### src/rtl/sdram_arb_pkg.sv
// Shared constants for the SDRAM arbiter: command codes, owner codes, burst sizes
// and the arbiter state encoding.
package sdram_arb_pkg;

  localparam logic [1:0] CMD_NOP = 2'b00;
  localparam logic [1:0] CMD_WR  = 2'b01;
  localparam logic [1:0] CMD_RDV = 2'b10;
  localparam logic [1:0] CMD_RDC = 2'b11;

  localparam logic [1:0] OWN_NONE = 2'd0;
  localparam logic [1:0] OWN_WR   = 2'd1;
  localparam logic [1:0] OWN_VID  = 2'd2;
  localparam logic [1:0] OWN_RD   = 2'd3;

  localparam int VID_WORDS   = 19200;
  localparam int VID_PTR_W   = 19;
  localparam int VID_BEATS   = 16;
  localparam int CACHE_BEATS = 128;
  localparam int BEAT_W      = 8;
  localparam int STARVE_W    = 3;
  localparam logic [STARVE_W-1:0] STARVE_MAX = 3'd4;

  typedef enum logic [1:0] {
    ST_IDLE  = 2'd0,
    ST_ISSUE = 2'd1,
    ST_XFER  = 2'd2
  } arb_state_t;

endpackage

### src/rtl/vid_pack16to32.sv
// Packs pairs of 16-bit video read beats into 32-bit queue words,
// first beat in the low half.
module vid_pack16to32 (
  input  logic        clk,
  input  logic        rst,
  input  logic        clear,
  input  logic        beat_valid,
  input  logic [15:0] beat_data,
  output logic [31:0] vq_data,
  output logic        vq_we
);

  logic        half;
  logic [15:0] low;

  always_ff @(posedge clk) begin
    if (!rst) begin
      half    <= 1'b0;
      low     <= '0;
      vq_data <= '0;
      vq_we   <= 1'b0;
    end else begin
      vq_we <= 1'b0;
      if (clear) begin
        half <= 1'b0;
      end else if (beat_valid) begin
        if (!half) begin
          low  <= beat_data;
          half <= 1'b1;
        end else begin
          vq_data <= {beat_data, low};
          vq_we   <= 1'b1;
          half    <= 1'b0;
        end
      end
    end
  end

endmodule

### src/rtl/sdram_arbiter.sv
// Arbitrates the SDRAM controller between video refill, cache writeback and cache
// fill; one burst at a time, command held until acked, beats counted to burst end.
module sdram_arbiter
  import sdram_arb_pkg::*;
(
  input  logic        clk,
  input  logic        rst,
  input  logic        vid_low,
  input  logic        vid_restart,
  input  logic        cache_wr_req,
  input  logic [16:0] cache_waddr,
  input  logic        cache_rd_req,
  input  logic [16:0] cache_raddr,
  output logic [1:0]  sys_cmd,
  output logic [22:0] sys_addr,
  input  logic [1:0]  sys_cmd_ack,
  input  logic        sys_rd_data_valid,
  input  logic        sys_wr_data_valid,
  input  logic [15:0] sys_dout,
  output logic        cache_fill_we,
  output logic        cache_drain_re,
  output logic [31:0] vq_data,
  output logic        vq_we,
  output logic [1:0]  owner,
  output logic        busy,
  output arb_state_t  state_dbg
);

  arb_state_t state, state_nxt;

  logic [VID_PTR_W-1:0] vid_ptr, ptr_eff;
  logic [STARVE_W-1:0]  starve;
  logic [BEAT_W-1:0]    beat_cnt;
  logic                 restart_pend;
  logic cache_req, grant_vid, grant_wr, grant_rd, ack_hit, beat, last_beat;

  always_comb begin
    cache_req = cache_wr_req | cache_rd_req;
    ptr_eff   = restart_pend ? '0 : vid_ptr;
    grant_vid = 1'b0;
    grant_wr  = 1'b0;
    grant_rd  = 1'b0;
    if (state == ST_IDLE) begin
      if (vid_low && (starve < STARVE_MAX || !cache_req)) grant_vid = 1'b1;
      else if (cache_wr_req)                              grant_wr  = 1'b1;
      else if (cache_rd_req)                              grant_rd  = 1'b1;
    end
    ack_hit   = (state == ST_ISSUE) && (sys_cmd_ack == sys_cmd);
    // Beats only count in XFER and only with an owner; stray valids are dropped.
    beat      = (state == ST_XFER) && (owner != OWN_NONE) &&
                ((owner == OWN_WR) ? sys_wr_data_valid : sys_rd_data_valid);
    last_beat = beat && (beat_cnt == ((owner == OWN_VID) ? BEAT_W'(VID_BEATS - 1)
                                                         : BEAT_W'(CACHE_BEATS - 1)));
  end

  always_comb begin
    state_nxt = state;
    case (state)
      ST_IDLE:  if (grant_vid || grant_wr || grant_rd) state_nxt = ST_ISSUE;
      ST_ISSUE: if (ack_hit)                           state_nxt = ST_XFER;
      ST_XFER:  if (last_beat)                         state_nxt = ST_IDLE;
      default:                                         state_nxt = ST_IDLE;
    endcase
  end

  always_ff @(posedge clk) begin
    if (!rst) state <= ST_IDLE;
    else      state <= state_nxt;
  end

  always_ff @(posedge clk) begin
    if (!rst) begin
      owner        <= OWN_NONE;
      sys_cmd      <= CMD_NOP;
      sys_addr     <= '0;
      vid_ptr      <= '0;
      starve       <= '0;
      beat_cnt     <= '0;
      restart_pend <= 1'b0;
    end else begin
      // A restart is applied at the next IDLE cycle so an in-flight burst keeps its address.
      restart_pend <= vid_restart | (restart_pend & (state != ST_IDLE));
      if (state == ST_IDLE && restart_pend) vid_ptr <= '0;

      if (grant_vid) begin
        owner    <= OWN_VID;
        sys_cmd  <= CMD_RDV;
        sys_addr <= {1'b1, ptr_eff, 3'b000};
        beat_cnt <= '0;
        if (cache_req && starve < STARVE_MAX) starve <= starve + 1'b1;
      end else if (grant_wr) begin
        owner    <= OWN_WR;
        sys_cmd  <= CMD_WR;
        sys_addr <= {cache_waddr, 6'b000000};
        beat_cnt <= '0;
        starve   <= '0;
      end else if (grant_rd) begin
        owner    <= OWN_RD;
        sys_cmd  <= CMD_RDC;
        sys_addr <= {cache_raddr, 6'b000000};
        beat_cnt <= '0;
        starve   <= '0;
      end

      if (ack_hit) begin
        sys_cmd <= CMD_NOP;
        if (owner == OWN_VID)
          vid_ptr <= (vid_ptr == VID_PTR_W'(VID_WORDS - 1)) ? '0 : vid_ptr + 1'b1;
      end

      if (beat) begin
        beat_cnt <= beat_cnt + 1'b1;
        if (last_beat) owner <= OWN_NONE;
      end
    end
  end

  assign cache_fill_we  = sys_rd_data_valid && (owner == OWN_RD);
  assign cache_drain_re = sys_wr_data_valid && (owner == OWN_WR);
  assign busy           = (state != ST_IDLE);
  assign state_dbg      = state;

  vid_pack16to32 u_pack (
    .clk        (clk),
    .rst        (rst),
    .clear      (grant_vid),
    .beat_valid (beat && (owner == OWN_VID)),
    .beat_data  (sys_dout),
    .vq_data    (vq_data),
    .vq_we      (vq_we)
  );

endmodule

### config.mk
export PLATFORM = sky130hd
export DESIGN_NAME = sdram_arbiter
export DESIGN_NICKNAME = d
export VERILOG_FILES = /design/src/rtl/sdram_arb_pkg.sv /design/src/rtl/vid_pack16to32.sv /design/src/rtl/sdram_arbiter.sv
export SDC_FILE = /design/constraint.sdc
export NUM_CORES = 1
export LEC_CHECK = 0
export ABC_AREA = 1
export CAP_MARGIN = 15
export CORE_MARGIN = 5
export CORE_UTILIZATION = 49
export CTS_CLUSTER_DIAMETER = 50
export CTS_CLUSTER_SIZE = 24
export DETAILED_ROUTE_END_ITERATION = 16
export PLACE_DENSITY_LB_ADDON = 0.1
export SLEW_MARGIN = 40
export SYNTH_ARGS = -nofsm -noshare
export SYNTH_HDL_FRONTEND = slang
export SYNTH_SLANG_ARGS = --single-unit
### constraint.sdc
create_clock -name clk -period 1.6 [get_ports clk]
set_input_delay 0.24 -clock clk [delete_from_list [all_inputs] [get_ports clk]]
set_output_delay 0.24 -clock clk [all_outputs]
set_load 0.01 [all_outputs]
==> results of run 1 <==
cell families (layout without fill, tap and decap cells):
group | Yosys count | after routing | synth area share
AOI/OAI and AO/OA | 125 | 125 | 0.1297
xor gates and xnor gates | 6 | 6 | 0.01064
adders and majority gates | 3 | 3 | 0.007600
buffers and inverters | 82 | 247 | 0.07827
DFF | 107 | 107 | 0.4336
other | 1 | 3 | 0.0007591
and+or+nand+nor | 408 | 408 | 0.3394
placed cells by master, fill, tap and decap left out, types with 2 or more instances in the layout:
cell,count
nand2_1,266
clkdlybuf4s50_1,114
dfxtp_1,99
a21oi_1,81
nor2_1,75
buf_4,48
inv_1,36
o21ai_0,36
nand3_1,32
clkbuf_8,10
inv_2,9
nand2_2,8
nor2_2,6
nand4_1,6
dfxtp_2,6
nand2_4,5
a21oi_2,5
dlygate4sd2_1,5
buf_12,5
xor2_1,4
inv_4,3
nor2_4,3
ha_1,3
conb_1,3
clkbuf_16,3
buf_6,3
inv_8,2
inv_6,2
clkinvlp_4,2
dlymetal6s2s_1,2
dfxtp_4,2
cell type report:
cell class | instances | area share
clock buffer | 11 | 0.02024
multi-input combinational | 545 | 0.3549
timing repair buffer | 181 | 0.2569
clock inverter | 5 | 0.006270
tap | 133 | 0.02383
sequential | 107 | 0.3088
inverter | 50 | 0.02902
per-stage QoR:
step / worst slack (ns) / utilization / hold WS (ns) / power, mW
final: 0.03876 / 0.7113 / 0.4394 / 5.497
after CTS: 0.004555 / 0.6887 / 0.4265 / 5.434
after global routing: -0.04282 / 0.7113 / 0.4450 / 5.723
after floorplan: 0.08737 / - / 0.3574 / 3.338
after detailed placement: -0.3258 / 0.6702 / 0.4523 / 3.851
after global placement: -0.2109 / 0.6702 / 0.4443 / 3.833
worst paths after layout:
| path | start | slack (ns) | cells after the start | end |
|---|---|---|---|---|
| setup / recovery | owner[0] | 0.04 | 1 | owner[0] |
| hold / removal | sys_dout[4] | 0.44 | 3 | u_pack.low[4] |
| setup reg to reg | state_dbg[1] | 0.05 | 11 | sys_addr[15] |
| hold reg to reg | u_pack.low[5] | 0.46 | 2 | u_pack.vq_data[5] |
per-layer routing:
metal	wire length (um)	part of all wire
met2	6936	0.47
met1	6493	0.44
met5	0	0
met3	879	0.060
met4	299	0.020
report_power, final:
group          internal (mW)  switching [mW]  leakage [nW]
combinational          0.534           0.543          1.82
sequential              2.75          0.0533         0.871
clock                  0.633           0.984        0.0885
state kept, by name (all words and copies together), names as in the netlist:
name	cells
sys_addr	20
u_pack.low	16
restart_pend	1
u_pack.half	1
beat_cnt	8
state_dbg	2
u_pack.vq_we	1
sys_cmd	2
vid_ptr	19
u_pack.vq_data	32
starve	3
owner	2
what timing repair did:
item                       CTS  global route
setup buffers                0             5
resized for setup            7            40
pin swaps                    0             5
gates cloned                 0             3
setup endpoints to repair    7            79
==> metrics, run 1 <==
Max FO, Critical Path 6; die width ~110 um; IO buf count about 120; Root Buffer clkbuf_8; first-pass GRT wire length 23,300 um; Async SR Flop Fraction 0; run status finished, final reports clean; Die ar. approximately 12,000 um^2; Synth warnings 0; final RePlAce weighted congestion 0.9270; worst-skew pair later-pin latency approximately 0.38 ns; cts bufs inserted 9; Max IR drop VDD around 520 uV; worst min-delay path class in -> reg; I/O pin cnt 125; Die H roughly 110 um; # hold bufs at CTS 0; Final Hold Fails 0; vias in the first global route 5,006; Clock Sinks about 110; DP Area 6581 um^2; max_cap viols 0; row count 36; Routed Wire Length approximately 15,000 um; Cell variety after synth 33; dpl cells a little over 1k; DR iter-0 viols between 300 and 400; via count ~5.3k; Cells after Synth between 700 and 800; met3 usage in global routing 0.03884; Pre-antenna DRT Iters 7; # nets final roughly 960; met1 Usage GRT 0.2953; Final Skew roughly 0.011 ns; Netlist Area Pre-Place about 4900 um^2; GR Layer Usage met2 0.3693; leakage power approximately 2.8 nW; critical path cell sequence clkdlybuf4s50_1; GRT Max-Usage Layer met2; fin area 6984 um^2; Seq cells post-synth between 100 and 150; critical path arrival ~1.3 ns; sequential cell area about 2200 um^2; post-synthesis sequential area ratio 0.4336; most numerous cell in the Yosys netlist nand2_1; Slew Viols, Final 0; initial antenna violation count 0; pin count of the biggest net entering global routing 33; initial core utilization 0.5031; RSZ-0062 raised after global routing yes; CTS tree done; CORE AREA 9819 um^2; CP required 1.36 ns; Worst-path clk slew 0.11 ns; synthesized area per cell approximately 6.7 um^2; DRC 0; slowest CP cell clkdlybuf4s50_1; Max Buffers Root-to-Sink 2; n_diodes 0; Antenna Nets Post-Route 0; routed len/inst approximately 14 um; Crit path buffers/inverters 1; Fin Setup TNS 0 ns; ranking of synthesized cells by area dfxtp_1 43%, nand2_1 21%, a21oi_1 8.5%; CP Launch Type flop; Via density between 5 and 6; footprint of the multi-input gates ~2500 um^2; Setup Viol. Count Final 0; Detailed Place HPWL roughly 11,000 um; max incr delay on CP roughly 0.54 ns; fmax 640.5 MHz; Tcrit/Tclk final 0.9758; dominant synthesized flop cell dfxtp_1; post-synth top area share 0.4336; Synth top cells by count 270 x nand2_1, 107 x dfxtp_1, 84 x a21oi_1; CP top delay family buffers and inverters; Layout area overhead 41.39%; area leader, netlist dfxtp_1; gr usage total 0.2227; EDFF count, synth 0; min cycle time layout ~1.6 ns; CP endpoint kind primary output; PwrDens 787.0 nW/um^2; H-tree levels 3; grt ovf 0; Post-Layout Cell Count approximately 1.0k; share of cells above drive strength 1 0.1435; fillers just over 800; CP Class reg -> out
Power figures use the tool's default switching activity.
==> inputs of run 2 (changes only) <==
--- a/config.mk
+++ b/config.mk
@@ -13,6 +13,7 @@
 export CTS_CLUSTER_SIZE = 24
 export DETAILED_ROUTE_END_ITERATION = 16
 export PLACE_DENSITY_LB_ADDON = 0.1
+export SKIP_LAST_GASP = 1
 export SLEW_MARGIN = 40
 export SYNTH_ARGS = -nofsm -noshare
 export SYNTH_HDL_FRONTEND = slang
==> metrics, run 2 (same netlist as run 1, synthesis figures left out) <==
row count 36 (unchanged); initial core utilization 0.5031 (unchanged); Worst-path clk slew 0.11 ns (about the same); R2R setup slack 0.05 ns (about the same); via count 5,305 (was 5,292); PwrDens 787.3 nW/um^2 (was 787.0 nW/um^2); routed len/inst 14.19 um (was 14.16 um); pin count of the biggest net entering global routing 33 (unchanged); Setup Viol. Count Final 0 (unchanged); Clock Sinks 107 (unchanged); worst-skew pair later-pin latency 0.37 ns (was 0.38 ns); Antenna Nets Post-Route 0 (unchanged); combinational power share 0.196 (about the same); overall power 5.493 mW (was 5.497 mW); Layout area overhead 41.24% (was 41.39%); CP required 1.36 ns (about the same); RSZ-0062 raised after global routing yes (unchanged); fin area 6977 um^2 (was 6984 um^2); Crit path buffers/inverters 1 (unchanged); Die H 110.4 um (unchanged); dpl cells 1,008 (unchanged); capturing point of the worst reg2reg path sys_addr[7] (was sys_addr[15]); internal power 3.914 mW (was 3.917 mW); IO buf count 121 (unchanged); # nets final 957 (unchanged); DR iter-0 viols 400 (was 315); CP top delay family buffers and inverters (unchanged); Pre-antenna DRT Iters 5 (was 7); grt ovf 0 (unchanged); H-tree levels 3 (unchanged); initial antenna violation count 0 (unchanged); Max IR drop VDD 523.7 uV (was 523.9 uV); Final Hold Fails 0 (unchanged); Sw Ratio 0.2874 (about the same); cts bufs inserted 9 (unchanged); CP endpoint kind primary output (unchanged); Routed Wire Length 14,640 um (was 14,610 um); first-pass GRT wire length 23,300 um (unchanged); leakage power 2.774 nW (was 2.778 nW); vias in the first global route 5,006 (unchanged); max incr delay on CP 0.54 ns (about the same); Largest Register u_pack.vq_data (unchanged); Tcrit/Tclk final 0.9754 (was 0.9758); HP Start sys_dout[4] (unchanged); I/O pin cnt 125 (unchanged); reg2reg start state_dbg[1] (unchanged); min cycle time layout 1.561 ns (about the same); Register-to-Register Path Depth 13 (was 11); CP Class reg -> out (unchanged); DRC 0 (unchanged); most common cell after layout, fill and taps aside nand2_1 (unchanged); run status finished, final reports clean (unchanged); gr usage total 0.2227 (unchanged); n_diodes 0 (unchanged); most frequent cells in the layout 266 x nand2_1, 114 x clkdlybuf4s50_1, 100 x dfxtp_1 (was 266 x nand2_1, 114 x clkdlybuf4s50_1, 99 x dfxtp_1); fillers 806 (was 805); critical path cell sequence clkdlybuf4s50_1 (unchanged); share of cells above drive strength 1 0.1424 (was 0.1435); Final Skew 0.01155 ns (was 0.01127 ns); Largest register FFs 32 (unchanged); Max FO, Critical Path 6 (unchanged); Slew Viols, Final 0 (unchanged); Max Buffers Root-to-Sink 2 (unchanged); Detailed Place HPWL 10,520 um (unchanged); Reg power frac 0.510 (about the same); Clk network pwr share 0.294 (about the same); worst min-delay path class in -> reg (unchanged); die width 110.4 um (unchanged); CORE AREA 9819 um^2 (unchanged); Root Buffer clkbuf_8 (unchanged); final RePlAce weighted congestion 0.9270 (unchanged); CP startpoint owner[0] (unchanged); Crit path depth 1 (unchanged); CTS tree done (unchanged); critical path arrival 1.32 ns (about the same); Via density 5.141 (was 5.128); Post-Layout Cell Count 1,032 (unchanged); CP Launch Type flop (unchanged); Die ar. 12,190 um^2 (unchanged); Net Switching 1.578 mW (was 1.580 mW); DP Area 6581 um^2 (unchanged); slowest CP cell clkdlybuf4s50_1 (unchanged); Finished Core Util 0.7105 (was 0.7113); WHS 0.4405 ns (was 0.4394 ns); crit path to owner[0] (unchanged); biggest registers after layout u_pack.vq_data x32, sys_addr x20, vid_ptr x19 (unchanged); max_cap viols 0 (unchanged); fmax 640.8 MHz (was 640.5 MHz)
==> run 2: power groups by stage <==
stage / sequential (mW) / combinational [mW] / clock, mW
after floorplan: 2.89 / 0.445 / 0
after global placement: 2.86 / 0.976 / 0
after detailed placement: 2.86 / 0.992 / 0
after CTS: 2.80 / 0.989 / 1.65
after global routing: 2.82 / 1.17 / 1.74
final: 2.80 / 1.07 / 1.62
==> run 2: final cells by class <==
type | count | area [um^2] | area share
inverter | 50 | 200.2 | 0.02869
clock inverter | 5 | 43.79 | 0.006277
multi-input combinational | 545 | 2479 | 0.3553
tap | 133 | 166.4 | 0.02385
timing repair buffer | 181 | 1790 | 0.2566
clock buffer | 11 | 141.4 | 0.02027
sequential | 107 | 2156 | 0.3090
==> run 2: repair_timing <==
action | CTS | global route
gates cloned | 0 | 3
hold buffers | 0 | 0
pin swaps | 0 | 5
endpoints found under the setup margin | 7 | 79
resized for setup | 7 | 37
setup buffers | 0 | 5
==> run 2: metal layers <==
| layer | global-route usage | wire (um) |
|---|---|---|
| met1 | 0.2953 | 6412 |
| met2 | 0.3693 | 6949 |
| met3 | 0.03884 | 977 |
| met4 | 0.06897 | 301 |
| met5 | 0 | 0 |
==> run 2: worst min-delay path by stage <==
stage                         end  slack [ns]  depth (start not counted)
4_1_cts             u_pack.low[9]        0.43                          3
6_report            u_pack.low[4]        0.44                          3
3_5_place_dp    u_pack.vq_data[5]        0.45                          2
2_1_floorplan        restart_pend        0.36                          2
3_3_place_gp   u_pack.vq_data[15]        0.44                          2
5_1_grt            u_pack.low[11]        0.45                          3
==> run 2: stage by stage <==
step | setup WS (ns) | setup TNS, ns
5_1_grt | -0.06641 | -0.2382
3_3_place_gp | -0.2109 | -12.10
3_5_place_dp | -0.3258 | -18.25
6_report | 0.03943 | 0
4_1_cts | 0.004555 | 0
2_1_floorplan | 0.08737 | 0
